$ cat src/rtl/snake_pkg.sv
// snake_pkg: shared direction codes, FSM states and default grid bounds for the snake engines
package snake_pkg;
   localparam logic [3:0] DIR_LEFT  = 4'b0001;
   localparam logic [3:0] DIR_RIGHT = 4'b0010;
   localparam logic [3:0] DIR_UP    = 4'b0100;
   localparam logic [3:0] DIR_DOWN  = 4'b1000;
   localparam int DEF_X_MIN = 10;
   localparam int DEF_X_MAX = 69;
   localparam int DEF_Y_MIN = 10;
   localparam int DEF_Y_MAX = 49;
   typedef enum logic [1:0] {IDLE, SCAN, DEAD} state_t;
   // Heading that would fold the snake back onto its own neck (left<->right, up<->down)
   function automatic logic [3:0] reverse_of(input logic [3:0] d);
      return {d[2], d[3], d[0], d[1]};
   endfunction
endpackage

$ cat src/rtl/snake_dir_filter.sv
// snake_dir_filter: keeps the current heading, accepting only one-hot, non-reversing requests
module snake_dir_filter
   import snake_pkg::*;
(
   input  logic       VGA_clk,
   input  logic       rst,
   input  logic       i_restart,
   input  logic       i_en,
   input  logic [3:0] i_dir,
   output logic [3:0] o_dir
);
   logic [3:0] r_dir;
   logic       w_ok;
   assign w_ok  = $onehot(i_dir) && (i_dir != reverse_of(r_dir));
   assign o_dir = r_dir;
   // Hold the last legal heading; a fresh game points the snake down
   always_ff @(posedge VGA_clk or posedge rst)
      if (rst) r_dir <= DIR_DOWN;
      else if (i_restart) r_dir <= DIR_DOWN;
      else if (i_en && w_ok) r_dir <= i_dir;
endmodule

$ cat src/rtl/snake_body_engine.sv
// snake_body_engine: ring-buffer snake body with move, wall/self collision and pixel hit query (SNAKE_WRAP_EN makes walls wrap)
module snake_body_engine
   import snake_pkg::*;
#(
   parameter int MAX_LEN   = 128,
   parameter int COORD_W   = 7,
   parameter int X_MIN     = DEF_X_MIN,
   parameter int X_MAX     = DEF_X_MAX,
   parameter int Y_MIN     = DEF_Y_MIN,
   parameter int Y_MAX     = DEF_Y_MAX,
   parameter int GROW_STEP = 4,
   parameter int START_X   = 30,
   parameter int START_Y   = 25
)(
   input  logic                     VGA_clk,
   input  logic                     rst,
   input  logic                     restart,
   input  logic                     step,
   input  logic [3:0]               dir_in,
   input  logic                     grow,
   input  logic [COORD_W-1:0]       pix_x,
   input  logic [COORD_W-1:0]       pix_y,
   output logic                     pix_hit,
   output logic [COORD_W-1:0]       head_x,
   output logic [COORD_W-1:0]       head_y,
   output logic [$clog2(MAX_LEN):0] length,
   output logic                     alive,
   output logic                     wall_hit,
   output logic                     self_hit,
   output logic                     busy,
   output logic                     step_done
);
   localparam int PW = $clog2(MAX_LEN);
   localparam int LW = PW + 1;
   localparam logic [COORD_W-1:0] LX_MIN = COORD_W'(X_MIN);
   localparam logic [COORD_W-1:0] LX_MAX = COORD_W'(X_MAX);
   localparam logic [COORD_W-1:0] LY_MIN = COORD_W'(Y_MIN);
   localparam logic [COORD_W-1:0] LY_MAX = COORD_W'(Y_MAX);
   localparam logic [COORD_W-1:0] SX     = COORD_W'(START_X);
   localparam logic [COORD_W-1:0] SY     = COORD_W'(START_Y);
   localparam logic [LW-1:0]      L_MAX  = LW'(MAX_LEN);
   localparam logic [LW:0]        L_GROW = (LW+1)'(GROW_STEP);
   logic [COORD_W-1:0] r_bx [MAX_LEN];
   logic [COORD_W-1:0] r_by [MAX_LEN];
   logic [COORD_W-1:0] r_hx, r_hy, w_mx, w_my, w_nx, w_ny;
   logic [PW-1:0]      r_hp, r_idx, w_sp, w_wp;
   logic [LW-1:0]      r_len, r_pend, w_pend;
   logic [LW:0]        w_psum;
   logic [3:0]         w_dir;
   state_t             r_state, w_next;
   logic               r_wall, r_self, r_done, r_pix, w_pix;
   logic               w_step, w_wall, w_inc, w_match, w_last;

   snake_dir_filter u_dir (
      .VGA_clk   (VGA_clk),
      .rst       (rst),
      .i_restart (restart),
      .i_en      (r_state != DEAD),
      .i_dir     (dir_in),
      .o_dir     (w_dir)
   );

   assign w_step = (r_state == IDLE) && step;
   assign w_mx   = (w_dir == DIR_LEFT) ? r_hx - 1'b1 : (w_dir == DIR_RIGHT) ? r_hx + 1'b1 : r_hx;
   assign w_my   = (w_dir == DIR_UP) ? r_hy - 1'b1 : (w_dir == DIR_DOWN) ? r_hy + 1'b1 : r_hy;
`ifdef SNAKE_WRAP_EN
   assign w_nx   = (w_mx == LX_MIN) ? LX_MAX - 1'b1 : (w_mx == LX_MAX) ? LX_MIN + 1'b1 : w_mx;
   assign w_ny   = (w_my == LY_MIN) ? LY_MAX - 1'b1 : (w_my == LY_MAX) ? LY_MIN + 1'b1 : w_my;
   assign w_wall = 1'b0;
`else
   assign w_nx   = w_mx;
   assign w_ny   = w_my;
   assign w_wall = (w_mx == LX_MIN) || (w_mx == LX_MAX) || (w_my == LY_MIN) || (w_my == LY_MAX);
`endif
   assign w_inc   = (r_pend != '0) && (r_len < L_MAX);
   assign w_psum  = {1'b0, r_pend} - (LW+1)'(w_step && w_inc) + ((grow && r_state != DEAD) ? L_GROW : '0);
   assign w_pend  = (w_psum > {1'b0, L_MAX}) ? L_MAX : w_psum[LW-1:0];
   assign w_sp    = r_hp - r_idx;
   assign w_match = (r_bx[w_sp] == r_hx) && (r_by[w_sp] == r_hy);
   assign w_last  = ({1'b0, r_idx} == r_len - 1'b1);
   assign w_wp    = restart ? '0 : w_step ? r_hp + 1'b1 : r_hp;

   assign head_x    = r_hx;
   assign head_y    = r_hy;
   assign length    = r_len;
   assign wall_hit  = r_wall;
   assign self_hit  = r_self;
   assign step_done = r_done;
   assign pix_hit   = r_pix;

   // State register
   always_ff @(posedge VGA_clk or posedge rst)
      if (rst) r_state <= IDLE;
      else r_state <= restart ? IDLE : w_next;

   // Next state: a move dies on a wall, finishes at once for a lone head, or starts the body scan
   always_comb begin
      w_next = r_state;
      if (w_step) w_next = w_wall ? DEAD : (r_len == LW'(1) && !w_inc) ? IDLE : SCAN;
      else if (r_state == SCAN) w_next = w_match ? DEAD : w_last ? IDLE : SCAN;
   end

   // Outputs decoded from state
   always_comb begin
      busy  = (r_state == SCAN);
      alive = (r_state != DEAD);
   end

   // Head, pointer, length/growth accounting, sticky death flags and the done pulse
   always_ff @(posedge VGA_clk or posedge rst)
      if (rst) begin
         r_hx   <= SX;
         r_hy   <= SY;
         r_hp   <= '0;
         r_idx  <= '0;
         r_len  <= LW'(1);
         r_pend <= '0;
         r_wall <= 1'b0;
         r_self <= 1'b0;
         r_done <= 1'b0;
         r_pix  <= 1'b0;
      end else if (restart) begin
         r_hx   <= SX;
         r_hy   <= SY;
         r_hp   <= '0;
         r_idx  <= '0;
         r_len  <= LW'(1);
         r_pend <= '0;
         r_wall <= 1'b0;
         r_self <= 1'b0;
         r_done <= 1'b0;
         r_pix  <= 1'b0;
      end else begin
         r_pend <= w_pend;
         r_pix  <= w_pix;
         r_done <= 1'b0;
         if (w_step) begin
            r_hx   <= w_nx;
            r_hy   <= w_ny;
            r_hp   <= r_hp + 1'b1;
            r_len  <= r_len + LW'(w_inc);
            r_idx  <= PW'(1);
            r_wall <= w_wall;
            r_done <= !w_wall && r_len == LW'(1) && !w_inc;
         end else if (r_state == SCAN) begin
            r_idx  <= r_idx + 1'b1;
            r_self <= w_match;
            r_done <= !w_match && w_last;
         end
      end

   // Body ring: a move writes the new head one slot ahead; other cycles refresh the head slot so it is valid after (re)start
   always_ff @(posedge VGA_clk) begin
      r_bx[w_wp] <= restart ? SX : w_step ? w_nx : r_hx;
      r_by[w_wp] <= restart ? SY : w_step ? w_ny : r_hy;
   end

   // Pixel query: slot k is live when it lies less than length slots behind the head
   always_comb begin
      w_pix = 1'b0;
      for (int k = 0; k < MAX_LEN; k++)
         w_pix = w_pix | ((r_bx[k] == pix_x) && (r_by[k] == pix_y) && ({1'b0, r_hp - PW'(k)} < r_len));
   end
endmodule
$ cat config.mk
export PLATFORM = sky130hd
export DESIGN_NAME = snake_body_engine
export DESIGN_NICKNAME = d
export VERILOG_FILES = /design/src/rtl/snake_pkg.sv /design/src/rtl/snake_dir_filter.sv /design/src/rtl/snake_body_engine.sv
export SDC_FILE = /design/constraint.sdc
export NUM_CORES = 2
export LEC_CHECK = 0
export CAP_MARGIN = 20
export CORE_MARGIN = 2
export CORE_UTILIZATION = 55
export DETAILED_ROUTE_END_ITERATION = 8
export GPL_TIMING_DRIVEN = 1
export MAX_ROUTING_LAYER = met4
export PLACE_DENSITY = 0.68
export SYNTH_ARGS = -nofsm -noshare
export SYNTH_HDL_FRONTEND = slang
export SYNTH_SLANG_ARGS = --single-unit
$ cat constraint.sdc
create_clock -name VGA_clk -period 10.3 [get_ports VGA_clk]
set_clock_uncertainty 0.15 [all_clocks]
set_input_delay 2.06 -clock VGA_clk [delete_from_list [all_inputs] [get_ports VGA_clk]]
set_output_delay 2.06 -clock VGA_clk [all_outputs]
set_load 0.005 [all_outputs]
# Yosys cells after proc, flatten, opt, wreduce, memory -nomap -nowiden
# Memories as Yosys holds them, arrays and structs flattened.
# Cells that the tools add are included.
[totals]
reg_bits = 54
ram_bits = 1792
out_inout_bits = 28
word_cells = 1001
mem_count = 2
[mem_list]
columns = ["memory", "depth", "word_bits", "rd", "rd_ports_with_merged_regs", "wr", "line_no", "text"]
rows = [
  ["r_bx", 128, 7, 129, 0, 1, "snake_body_engine.sv:43", "logic [COORD_W-1:0] r_bx [MAX_LEN];"],
  ["r_by", 128, 7, 129, 0, 1, "snake_body_engine.sv:44", "logic [COORD_W-1:0] r_by [MAX_LEN];"],
]
[classes]
add_sub_neg = 141
n_lt_le_gt_ge = 130
n_eq_ne = 273
muxes = 36
bitwise_logic = 127
reduce_logical = 280
[op_table]
columns = ["operator", "count"]
rows = [
  ["$eq 7x7->1", 258],
  ["$lt 7x8->1", 128],
  ["$sub 7x7->7 const B", 64],
  ["$logic_and 1x1->1", 267],
  ["$sub 7x6->7 const B", 32],
  ["$or 1x1->1", 127],
  ["$sub 7x5->7 const B", 16],
  ["$mux 7", 13],
  ["$sub 7x4->7 const B", 8],
  ["$mux 8", 4],
  ["$add 7x1->7 const B", 4],
  ["$sub 7x3->7 const B", 4],
  ["$sub 7x1->7 const B", 3],
  ["$eq 7x4->1 const B", 2],
  ["$sub 7x2->7 const B", 2],
  ["$mux 1", 11],
  ["$mux 2", 5],
  ["$add 9x3->9", 1],
  ["$gt 9x8->1 const B", 1],
  ["$sub 8x1->9", 1],
  ["$add 8x1->8", 1],
  ["$eq 7x8->1", 1],
  ["$eq 8x1->1 const B", 1],
  ["$lt 8x8->1 const B", 1],
  ["23 further kinds", 32],
]

# Depth between registers and ports, before layout
# An unclocked memory read counts as a cell.
[depth]
ltp_word = 132
depth_mapped = 21

# Hierarchy
# From an unflattened synthesis, not the netlist that was laid out.
[unflattened]
cells_unflattened = 7471
area_unflattened_um2 = 102876.2
[by_module_without_submodules]
columns = ["mod", "instances", "cells_per_inst", "area_each_um2", "seq_area_each_um2"]
rows = [
  ["snake_body_engine", 1, 7439, 102548.4, 55072.8],
  ["snake_dir_filter", 1, 32, 327.8, 101.3],
]

# Worst setup path before layout
# No wires, ideal clock.
[synth_timing]
path_type = "input to register"
from = "input port step"
to = "memory r_bx[0][3], data pin"
t_arrival_ns = 7.820
path_slack_ns = 1.123
path_stages = 5
path_buffers = 2
cell_sequence = "and2_1 > clkbuf_1 > clkbuf_1 > a21oi_1 > o21ai_0"
[synth_via]
elab_chain_len = 3
[synth_rtl]
columns = ["item", "line_no", "text"]
rows = [
  ["from (decl)", "snake_body_engine.sv:18", "input logic step,"],
  ["$logic_and 1x1->1", "snake_body_engine.sv:63", "assign w_step = (r_state == IDLE) && step;"],
  ["$mux 7 (2 in a row)", "-", ""],
  ["to (decl)", "snake_body_engine.sv:43", ""],
]
# Every way passes these cells.

# Worst setup path after layout
[layout_timing]
from = "register r_hp[0]"
to = "register r_done (netlist: step_done)"
[layout_via]
elab_chain_len = 9
[layout_rtl]
columns = ["item", "line_no", "text"]
rows = [
  ["from (decl)", "snake_body_engine.sv:46", "logic [PW-1:0] r_hp, r_idx, w_sp, w_wp;"],
  ["from (signal assigned)", "snake_body_engine.sv:140", "r_hp <= r_hp + 1'b1;"],
  ["$sub 7x7->7 *", "snake_body_engine.sv:78", "assign w_sp = r_hp - r_idx;"],
  ["$mem_v2 128x7 (on tied branches)", "-", ""],
  ["$eq 7x7->1", "snake_body_engine.sv:79", "assign w_match = (r_bx[w_sp] == r_hx) && (r_by[w_sp] == r_hy);"],
  ["$logic_and 1x1->1 *", "snake_body_engine.sv:79", ""],
  ["$logic_not 1->1 *", "snake_body_engine.sv:148", "r_done <= !w_match && w_last;"],
  ["$logic_and 1x1->1 *", "snake_body_engine.sv:148", ""],
  ["$mux 1 *", "snake_body_engine.sv:145", "end else if (r_state == SCAN) begin"],
  ["$mux 1 *", "snake_body_engine.sv:137", "if (w_step) begin"],
  ["$mux 1 *", "snake_body_engine.sv:122", "end else if (restart) begin"],
  ["to (signal assigned)", "snake_body_engine.sv:144", "r_done <= !w_wall && r_len == LW'(1) && !w_inc;"],
  ["to (signal assigned)", "snake_body_engine.sv:148", ""],
  ["to (decl)", "snake_body_engine.sv:51", "logic r_wall, r_self, r_done, r_pix, w_pix;"],
]
# Mark *: on every way between the ends. The rest lies on a longest branch, timed or not.
# A chain may end at the register's enable or synchronous reset.

==> metrics.txt <==
outcome complete, no violations; Final Wtd Congestion 1.12; transition time of the tightest slew-check pin 1.32 ns; CTS Sinks 1846; Post-synth EDFFs 1792; die span in y 436 microns; All-Layer GR Usage 0.455; num rows 158; Crit. Startpoint r_hp[0]; WS Path Type flop to flop; Top-Level Pins 51; internal cell power 0.0154 W; Critical Path Max Stage Delay 1.34 ns; CP Max Fanout 27; synthesized flop and latch total 1846; die width 436 microns; Clock Path Buffers 3; Area growth, synth to finish 10.8%; Final Cycle Share 0.742; Max-slew headroom 0.118; Gate power share 0.355; Ys Warns 0; share of cells above drive strength 1 0.155; CTS-repair resized insts 0; syn nets 7729; switch share 0.363; NetSw 0.00874 W; Slew Limit Fails 0; CP Cell Sequence inv_1 > ha_4 > inv_1 > fa_4 > buf_4 > buf_4 > mux4_2 > mux4_2 > a211oi_1 > o2111ai_1 > xnor2_1 > a21oi_1 > or4bb_1 > nor4_1 > o41ai_1; TNS Setup 0 ns; unrepaired setup endpoints after global routing no; Remaining DRCs 0; delay-heaviest family, CP compound AO/OA/AOI/OAI gates; largest net degree at the start of global routing 130; Die ar. 190000 sq um; finished layout cell area 113000 sq um; MaxCap Viol Count 0; Worst Path Buf+Inv 4; Netlist cell types 86; final WL 425000 microns; via count 72500; critical path launch point type flop; fin nets 7856; Initial DRT Pass Iterations 6; Initial Utilization 0.553; antenna viol nets, final 0; CTS H-tree lvls 4; min-delay src wall_hit; Finish-stage setup viols 0; fraction of registers with async set/reset 0.0293; syn avg cell area 13.8 sq um; Fin. Hold Viols 0; slowest CP cell fa_4; CTS root buffer clkbuf_16; leading cell types in the layout, fill and taps excluded edfxtp_1 (1792), xor2_1 (1206), xnor2_1 (769); number of I/O port buffers 50; DR iter-0 viols 13300; Critical Path End Type flop; worst min path class flop to flop; TritonCTS buffer count 194; postcts setup bufs 0; Pwr Total 0.0241 W; power density over the cells 212 nW/um^2; cells after synthesis 7400; DP Wirelength 295000 microns; Pleak 39.0 nW; first-pass GRT wire length 576000 microns; reg2reg start r_hp[0]; dpl ws 3.04 ns; Worst-path clk slew 0.06 ns; vias in the first global route 68000; grt total ovfl 0; # fillers 14300; register area share after synthesis 0.539; placed standard-cell area 107000 sq um; hold_buf cts 0; Worst-Skew Late Latency 0.88 ns; Clk network pwr share 0.294; most common cell after layout, fill and taps aside edfxtp_1; Post-Synthesis Cell Area 102000 sq um; Core ar. 185000 sq um; drt wl/cell 41.6 microns; Final min period 7.64 ns; CTS tree done; VDD IR max 0.202 mV; Vias per Instance 7.10; Seq pwr share 0.351; Peak Freq 131 MHz; Post-synth top flop edfxtp_1; Critical Path AT 8.22 ns; initial antenna violation count 52; final worst slack 2.66 ns; required time worst endpoint 10.87 ns
==> layout make-up <==
| class | count | area, sq um | area share |
|---|---|---|---|
| Sequential cell | 1846 | 55200 | 0.486 |
| Multi-Input combinational cell | 4905 | 44700 | 0.394 |
| Clock buffer | 240 | 5120 | 0.0451 |
| Timing Repair Buffer | 380 | 3360 | 0.0296 |
| Tap cell | 2480 | 3100 | 0.0273 |
| Clock inverter | 116 | 1100 | 0.00973 |
| Inverter | 200 | 761 | 0.00670 |
| Antenna cell | 48 | 120 | 0.00106 |
==> flip-flops by register name, summed over array words and instances (netlist names), 7 cells and up <==
name / count
head_x: 7
r_hp: 7
r_pend: 8
r_idx: 7
length: 8
r_by: 896
r_bx: 896
head_y: 7
==> worst register-to-register path: stages (launching register included) <==
cell	delay [ns]
dfrtp_1	0.54
inv_1	0.22
ha_4	0.16
inv_1	0.05
fa_4	1.34
buf_4	0.49
buf_4	0.49
mux4_2	0.40
mux4_2	0.52
a211oi_1	1.04
o2111ai_1	0.26
xnor2_1	0.23
a21oi_1	0.14
or4bb_1	0.48
nor4_1	0.84
o41ai_1	0.15
==> path summary, 6_finish.rpt <==
path / to / slack [ns] / depth (start not counted)
worst max register to register: step_done / 2.66 / 15
worst min register to register: wall_hit / 0.40 / 1
worst min-delay path: wall_hit / 0.40 / 1
min in group asynchronous: wall_hit / 1.62 / 3
worst max-delay path: step_done / 2.66 / 15
max in group asynchronous: length[7] / 7.72 / 3
==> synth_stat cells (8+ instances only) <==
master	instances	area share
nor3b_1	8	0.00059
ha_1	303	0.037
nand2b_1	9	0.00055
and3_1	17	0.0010
edfxtp_1	1792	0.53
nor2b_1	32	0.0020
o21bai_1	10	0.00073
inv_1	197	0.0072
a22oi_1	19	0.0014
a211o_1	15	0.0013
nor4_1	244	0.015
xnor2_1	770	0.066
nand4_1	245	0.015
and2_1	13	0.00079
a311oi_1	11	0.00094
o311ai_0	11	0.00094
dfrtp_1	45	0.011
buf_1	113	0.0041
mux2i_1	56	0.0055
nor3_1	74	0.0036
nor2_1	221	0.0081
a41oi_1	8	0.00068
clkbuf_1	163	0.0060
dfstp_2	9	0.0023
nand2_1	370	0.014
a21oi_1	204	0.010
a31o_2	10	0.00086
a211oi_1	13	0.00095
a2111oi_0	91	0.0078
xor2_1	1207	0.10
buf_6	13	0.0014
nand3_1	151	0.0074
a31oi_1	41	0.0025
a32oi_1	9	0.00077
buf_2	124	0.0061
o21ai_0	68	0.0033
o2111ai_1	11	0.00094
a21o_1	38	0.0028
buf_4	34	0.0025
o211ai_1	14	0.0010
mux4_2	484	0.11
==> power groups by stage <==
stage	sequential (W)	clock, W	combinational, W
floorplan	0.00862	0	0.00510
global placement	0.00862	0	0.00821
detailed placement	0.00862	0	0.00822
CTS	0.00846	0.00707	0.00825
global route	0.00847	0.00734	0.00866
finish	0.00847	0.00708	0.00856
==> logic make-up (layout without fill, tap and decap cells) <==
logic type	Yosys count	after routing	share of synthesized area
AOI/OAI and AO/OA	649	649	0.0436
xor gates and xnor gates	1979	1979	0.169
adders and majority gates	306	306	0.0376
buffers and inverters	649	936	0.0275
DFF	1846	1846	0.539
muxes	546	546	0.113
other	0	48	0
and+or+nand+nor	1425	1425	0.0706
==> per-stage QoR <==
stage / instances / hold slack [ns] / util
4_1_cts: 10200 / 0.390 / 0.611
3_5_place_dp: 9798 / 0.374 / 0.578
5_1_grt: 10200 / 0.411 / 0.613
2_1_floorplan: 7400 / 0.358 / -
3_3_place_gp: 9790 / 0.362 / 0.578
6_report: 10200 / 0.399 / 0.613
==> layer usage <==
metal / global-route usage / share of wire / vias up
met5: - / 0 / -
met4: 0.220 / 0.057 / 0
met3: 0.137 / 0.14 / 981
met2: 0.634 / 0.43 / 6132
met1: 0.609 / 0.37 / 37200
li1: - / - / 28200
Note: power is estimated with default switching activity, not from simulation.
